===== src/rtl/osc_spike_scheduler.sv =====
// osc_spike_scheduler
// Captures per-neuron spike events into a pending vector and serialises them
// round-robin onto one valid/ready event port, with a fixed settle holdoff
// after every accepted event. Events that hit an already-pending source are
// counted as lost in a saturating 8-bit counter.
module osc_spike_scheduler #(
    parameter int N_NEURONS = 4,
    parameter int IDW       = $clog2(N_NEURONS),
    parameter int GAP_CYC   = 2
) (
    input  logic                 clk,
    input  logic                 rst_n,
    input  logic                 ena,
    input  logic [N_NEURONS-1:0] spike_in,
    input  logic                 ev_ready,
    output logic                 ev_valid,
    output logic [IDW-1:0]       ev_id,
    output logic [N_NEURONS-1:0] pending,
    output logic [7:0]           drop_cnt,
    output logic                 busy
);

    typedef enum logic [1:0] {
        IDLE  = 2'd0,
        OFFER = 2'd1,
        HOLD  = 2'd2
    } state_t;

    // Holdoff counter must hold GAP_CYC-1; keep at least one bit.
    localparam int HCW = (GAP_CYC > 1) ? $clog2(GAP_CYC) : 1;
    localparam logic [HCW-1:0] HOLD_LOAD = HCW'((GAP_CYC > 0) ? (GAP_CYC - 1) : 0);
    localparam logic [IDW-1:0] LAST_ID   = IDW'(N_NEURONS - 1);

    state_t               state_reg, state_next;
    logic                 ev_valid_next;
    logic [IDW-1:0]       ev_id_next;
    logic [IDW-1:0]       rr_ptr_reg, rr_ptr_next;
    logic [HCW-1:0]       hold_cnt_reg, hold_cnt_next;
    logic [N_NEURONS-1:0] pending_next;
    logic [7:0]           drop_cnt_next;

    logic                 win_found;
    logic [IDW-1:0]       win_id;
    logic                 grant;
    logic [N_NEURONS-1:0] granted_bit;
    logic [N_NEURONS-1:0] lost;
    logic [4:0]           loss_cnt;
    logic [9:0]           drop_sum;

    // Round-robin search: first pending source at or after rr_ptr, wrapping.
    always_comb begin
        int idx;
        win_found = 1'b0;
        win_id    = '0;
        for (int k = 0; k < N_NEURONS; k++) begin
            idx = int'(rr_ptr_reg) + k;
            if (idx >= N_NEURONS) begin
                idx = idx - N_NEURONS;
            end
            if (!win_found && pending[idx[IDW-1:0]]) begin
                win_found = 1'b1;
                win_id    = idx[IDW-1:0];
            end
        end
    end

    assign grant = (state_reg == IDLE) && ena && win_found;

    // Per-source capture: a spike on a source being granted this edge re-arms
    // it; a spike on a source still pending is lost.
    generate
        for (genvar gi = 0; gi < N_NEURONS; gi++) begin : g_capture
            assign granted_bit[gi]  = grant && (win_id == IDW'(gi));
            assign lost[gi]         = spike_in[gi] && pending[gi] && !granted_bit[gi];
            assign pending_next[gi] = spike_in[gi] || (pending[gi] && !granted_bit[gi]);
        end
    endgenerate

    // Number of events lost this edge, added to the counter with saturation.
    always_comb begin
        loss_cnt = '0;
        for (int k = 0; k < N_NEURONS; k++) begin
            loss_cnt = loss_cnt + 5'(lost[k]);
        end
        drop_sum      = {2'b00, drop_cnt} + {5'b00000, loss_cnt};
        drop_cnt_next = (drop_sum > 10'd255) ? 8'hFF : drop_sum[7:0];
    end

    // Next-state and registered-output logic of the grant FSM.
    always_comb begin
        state_next    = state_reg;
        ev_valid_next = ev_valid;
        ev_id_next    = ev_id;
        rr_ptr_next   = rr_ptr_reg;
        hold_cnt_next = hold_cnt_reg;
        case (state_reg)
            IDLE: begin
                if (grant) begin
                    ev_id_next    = win_id;
                    ev_valid_next = 1'b1;
                    rr_ptr_next   = (win_id == LAST_ID) ? '0 : win_id + 1'b1;
                    state_next    = OFFER;
                end
            end
            OFFER: begin
                // ena is deliberately ignored here: an offered event is never withdrawn.
                if (ev_ready) begin
                    ev_valid_next = 1'b0;
                    if (GAP_CYC > 0) begin
                        hold_cnt_next = HOLD_LOAD;
                        state_next    = HOLD;
                    end else begin
                        state_next    = IDLE;
                    end
                end
            end
            HOLD: begin
                if (hold_cnt_reg == '0) begin
                    state_next = IDLE;
                end else begin
                    hold_cnt_next = hold_cnt_reg - 1'b1;
                end
            end
            default: begin
                ev_valid_next = 1'b0;
                state_next    = IDLE;
            end
        endcase
    end

    // State and output registers; reset discards any offered or pending event.
    always_ff @(posedge clk or negedge rst_n) begin
        if (!rst_n) begin
            state_reg    <= IDLE;
            ev_valid     <= 1'b0;
            ev_id        <= '0;
            rr_ptr_reg   <= '0;
            hold_cnt_reg <= '0;
            pending      <= '0;
            drop_cnt     <= '0;
        end else begin
            state_reg    <= state_next;
            ev_valid     <= ev_valid_next;
            ev_id        <= ev_id_next;
            rr_ptr_reg   <= rr_ptr_next;
            hold_cnt_reg <= hold_cnt_next;
            pending      <= pending_next;
            drop_cnt     <= drop_cnt_next;
        end
    end

    assign busy = (|pending) || ev_valid || (state_reg != IDLE);

endmodule


===== config.mk =====
export PLATFORM = sky130hd
export DESIGN_NAME = osc_spike_scheduler
export DESIGN_NICKNAME = d
export VERILOG_FILES = /design/src/rtl/osc_spike_scheduler.sv
export SDC_FILE = /design/constraint.sdc
export NUM_CORES = 1
export LEC_CHECK = 0
export BUFFER_PORTS_ARGS = -buffer_cell sky130_fd_sc_hd__buf_2
export CORE_MARGIN = 1
export CORE_UTILIZATION = 50
export DETAILED_ROUTE_END_ITERATION = 8
export PLACE_DENSITY_LB_ADDON = 0.08
export RECOVER_POWER = 100
export SLEW_MARGIN = 20
export SYNTH_ARGS = -nofsm -noshare
export SYNTH_HDL_FRONTEND = slang
export SYNTH_SLANG_ARGS = --single-unit

===== constraint.sdc =====
create_clock -name clk -period 9.6 [get_ports clk]
set_input_delay 1.44 -clock clk [delete_from_list [all_inputs] [get_ports clk]]
set_output_delay 1.44 -clock clk [all_outputs]
set_load 0.01 [all_outputs]

# [Word level (Yosys, flattened, before mapping)]
# Index checks and enable logic that the tools add are counted.
[totals] wordCells=113 reg_bits=20
[classes] muxes=32 n_eq_ne=8 n_lt_le_gt_ge=9 bitwise_logic=1 reduce_logical=43 addsub=13
[ops] cell="two-way mux 2 bit" n=12
[ops] cell="logical AND 1 bit" n=21
[ops] cell="less-than comparator 2 x 3 -> 1 bit (second input constant)" n=4
[ops] cell="two-way mux 1 bit" n=12
[ops] cell="adder 8 x 4 -> 9 bit" n=1
[ops] cell="greater-or-equal comparator 3 bit (second input constant)" n=3
[ops] cell="> comparator 9 x 8 -> 1 bit (second input constant)" n=1
[ops] cell="binary-select mux 1 bit (select 2 bit)" n=4
[ops] cell="two-way mux 8 bit" n=1
[ops] cell="subtractor 2 x 1 -> 2 bit (second input constant)" n=4
[ops] cell="zero test 1 bit" n=7
[ops] cell="adder 2 x 2 -> 3 bit (second input constant)" n=2
[ops] cell="== test 2 bit (second input constant)" n=3
[ops] cell="logical OR 1 bit" n=6
[ops] cell="!= test 2 bit (second input constant)" n=3
[ops] cell="case mux 2 bit (3 select lines)" n=1
[ops] cell="AND reduction 3 bit" n=2
[ops] cell="adder 3 x 1 -> 4 bit" n=1
[ops] cell="== test 2 x 1 -> 1 bit (second input constant)" n=2
[ops] cell="zero test 2 bit" n=2
[ops] cell="AND reduction 2 bit" n=2
[ops] cell="nonzero test 2 bit" n=2
[ops] cell="OR reduction 4 bit" n=1
[ops] cell="adder 2 x 1 -> 3 bit" n=1
[ops] cell="8 further kinds" n=8

# [Longest topological paths before layout]
[depth] word_depth=24 mapped_depth=15 ltp_nobuf=15

# [Worst setup path before layout]
# OpenSTA, ideal clock, no wires.
[synth_timing] kind="input port to flip-flop" from="input port ena" to="register drop_cnt[6]" setup_ps=124 t_required_ps=9476 stages=11 arrival_ps=3698 path_slack_ps=5778 n_path_buf=0 cell_sequence="nor3b_1 > nand2_1 > nand3_1 > fa_1 > fa_1 > inv_1 > fa_1 > and3_1 > nand3_1 > nor3_1 > a21oi_1"
[synth_between] elab_chain_len=11 elab_cells_between_ends=20
[synth_rtl] element="start: declaration" line="13" rtl="input logic ena,"
[synth_rtl] element="logical AND 1 bit * (2 in a row)" line="67" rtl="assign grant = (state_reg == IDLE) && ena && win_found;"
[synth_rtl] element="logical AND 1 bit" line="73" rtl="assign granted_bit[gi] = grant && (win_id == IDW'(gi));"
[synth_rtl] element="zero test 1 bit" line="74" rtl="assign lost[gi] = spike_in[gi] && pending[gi] && !granted_bit[gi];"
[synth_rtl] element="logical AND 1 bit" line="74"
[synth_rtl] element="adder 1 x 1 -> 2 bit" line="83" rtl="loss_cnt = loss_cnt + 5'(lost[k]);"
[synth_rtl] element="adder 2 x 1 -> 3 bit" line="83"
[synth_rtl] element="adder 3 x 1 -> 4 bit *" line="83"
[synth_rtl] element="adder 8 x 4 -> 9 bit *" line="85" rtl="drop_sum = {2'b00, drop_cnt} + {5'b00000, loss_cnt};"
[synth_rtl] element="> comparator 9 x 8 -> 1 bit" line="86" rtl="drop_cnt_next = (drop_sum > 10'd255) ? 8'hFF : drop_sum[7:0];"
[synth_rtl] element="two-way mux 8 bit *" line="86"
[synth_rtl] element="via drop_cnt_next[6]" line="40" rtl="logic [7:0] drop_cnt_next;"
[synth_rtl] element="end signal: assignment" line="148" rtl="drop_cnt <= drop_cnt_next;"
[synth_rtl] element="end: declaration" line="19" rtl="output logic [7:0] drop_cnt,"
# The timed path passes the listed nets; every way through them passes the cells marked *.
# A chain may end at the register's enable or synchronous reset.

# [Worst setup path after layout]
# Same ends and word-level chain as after synthesis.

==> flow_summary.toml <==
[global_routing]
grt_overflow = 0
grt_pass1_vias = 837
track_usage_pct = 20.1
grt_max_degree = 21
grt_pass1_wl_mm = 3.59
antenna_found_initial = 0

[worst_hold_path]
hold_depth = 1
hold_class = "reg -> reg"
min_to = "ev_id[0]"
hold_start = "ev_id[0]"

[power_and_ir_drop]
ir_drop_v = 0.000180
p_leak_nw = 0.548
power.density_mw_per_mm2 = 350

[worst_setup_path]
r2r_start = "rr_ptr_reg[1]"
worstRegToRegCells = 15
critPathMostFrequentCell = "fa_1"
path_max_fanout = 5
worst_path_largest_cell_delay_ns = 0.46
cp_num_buf_inv = 2
r2r_end = "drop_cnt[6]"
startpoint_type = "input pin"
cp-end-kind = "register"
crit_chain = "buf_2 > nor3b_1 > nand2_1 > nand3_1 > fa_1 > fa_1 > inv_1 > fa_1 > and3_1 > nand3_1 > nor3_1 > a21oi_1"
cp.arrival_ns = 4.04
critical_path_class = "in -> reg"
slowest_stage = "nor3b_1"
r2r_slack_ns = 5.93
worstPathRequired_ns = 9.80
crit_family = "simple AND/OR/NAND/NOR gates"

[cts]
ctsHoldBuffers = 0
cts_setup_buffers = 0
cts_made_buffers = 3
h-tree-depth = 1
ctsLongestPathBuffers = 2
cts_resized = 0
clk_latency_ns = 0.30
cts_tree = "done"
clk_pin_slew_ns = 0.12
root_buffer = "clkbuf_4"
cts.sinks = 20

[layout]
multi_input_area_um2 = 522
largest_reg_flops = 8
diodes = 0
drive_above_1_share_pct = 8.09
areaGrowthSynthToFinish_pct = 12.9
filler_cell_count = 191
final_common_cell = "dfrtp_1"
seqCellArea_um2 = 500
fin_area_mm2 = 0.00123
reg_top3 = "drop_cnt x8, pending x4"
final_cell_mix = "dfrtp_1 (20), clkbuf_1 (16), nand2_1 (14)"
layout.nets = 153
largest_register = "drop_cnt"

[job]
maxCapViolations = 0

[route]
drt_wl_total_mm = 1.97
postRouteAntennaNets = 0
routedWlPerCell_um = 12.1
vias = 862
drc = 0
first_iter_violations = 9
wl_met3_um = 66
avgViaCountPerCell = 5.29
top_layer = "met4"
wl_met2_um = 909
wl_met1_um = 964
first_pass_iters = 4

[timing]
fin_skew_ns = 0.00253
rsz0062_at_grt = "no"
fin_tns_setup_ns = 0
finalSetupViolCount = 0
finalCritPeriodShare_pct = 40.1
worst_slew_margin_rel_pct = 29.6
hold_ws_ns = 0.500
period_minus_slack_ns = 3.85
hold_viol_final = 0
worstMarginPinSlew_ns = 1.06
drv_slew = 0
fmax_ghz = 0.260

[synthesis]
ys_warn_count = 0
syn_nets = 126
ys_types = 31
syn_area_mm2 = 0.00109
ys_seq_area_share_pct = 46.0
synth_seq_cells = 20
synthCells = 110
avgSynthCellArea_um2 = 9.90

[floorplan]
initial_utilization_pct = 54.4
die_h_um = 48.7
coreArea_mm2 = 0.00200
die_area_mm2 = 0.00237
num_rows = 16
fp.dieW_um = 48.7
ios = 24

[status]
outcome = "finished clean"

[placed_design]
gp_congestion = 0.787
hpwl_mm = 1.49
io_buffers = 23
postPlaceCellArea_mm2 = 0.00123
## cell type report
cell class                      count  share of cell area (%)
Clock buffer                        4                    2.95
Inverter                           11                    3.36
Timing Repair Buffer               23                    7.74
Multi-Input combinational cell     78                    42.5
Tap cell                           27                    2.75
Sequential cell                    20                    40.7
## worst reg2reg max path, cell delays in order, from the launching register on
cell and delay, ns:
dfrtp_1 0.44, nor2_1 0.07, o21bai_1 0.15, a211oi_1 0.55, inv_1 0.14, ha_1 0.23, nand2_1 0.08, nand3_1 0.11
fa_1 0.50, fa_1 0.45, inv_1 0.08, fa_1 0.24, and3_1 0.24, nand3_1 0.11, nor3_1 0.14, a21oi_1 0.05
## cells in the mapped netlist (all sizes together)
library cell / number / area share (%)
a211oi: 2 / 1.4
a21boi: 1 / 0.69
a21o: 4 / 2.8
a21oi: 7 / 3.2
a221oi: 1 / 0.80
and2: 1 / 0.80
and3: 2 / 1.1
buf: 1 / 1.0
dfrtp: 20 / 46
fa: 3 / 5.5
ha: 5 / 5.7
inv: 11 / 3.8
mux2: 2 / 2.8
nand2: 14 / 4.8
nand2b: 2 / 1.1
nand3: 10 / 4.6
nor2: 7 / 2.4
nor2b: 2 / 1.1
nor3: 1 / 0.46
nor3b: 1 / 0.69
o2111ai: 1 / 0.80
o21a: 1 / 0.69
o21ai: 3 / 1.4
o21bai: 2 / 1.4
o2bb2ai: 1 / 0.80
o31a: 1 / 0.80
o31ai: 1 / 0.69
or4: 2 / 1.7
xor2: 1 / 0.80
## stage by stage
step                power (mW)  util, %  setup WS (ns)  cells
finish                   0.429     61.4           5.75    163
global route             0.481     61.4           5.36    163
CTS                      0.450     63.1           5.69    163
detailed placement       0.399     61.3           5.36    159
global placement         0.391     61.3           5.46    159
floorplan                0.332        -           5.78    110
## cell families (layout without fill, tap and decap cells)
kind of cell | Yosys count | in the layout | share of synthesized area (%)
AOI/OAI and AO/OA | 25 | 25 | 15.4
and+or+nand+nor | 42 | 42 | 19.0
muxes | 2 | 2 | 2.76
DFF | 20 | 20 | 46.0
buffers and inverters | 12 | 38 | 4.83
xor gates and xnor gates | 1 | 1 | 0.805
adders and majority gates | 8 | 8 | 11.3
## worst max-delay path by stage
stage | start | endpoint | cells past startpoint
detailed placement | ena | drop_cnt[6] | 12
global placement | ena | drop_cnt[6] | 12
CTS | ena | drop_cnt[6] | 12
global route | ena | drop_cnt[6] | 12
floorplan | ena | drop_cnt[6] | 11
finish | ena | drop_cnt[6] | 12
## metal layers
layer  vias up  track usage (%)
li1        433                -
met1       409             25.4
met2        16             32.6
met3         4             4.40
met5         -                0
met4         0             9.31
## where the power goes
| part | switching [mW] | internal [mW] | leakage [nW] |
|---|---|---|---|
| clock network | 0.0265 | 0.0231 | 0.0210 |
| logic | 0.123 | 0.0904 | 0.307 |
| registers | 0.0423 | 0.124 | 0.220 |
Note: power is estimated with default switching activity, not from simulation.
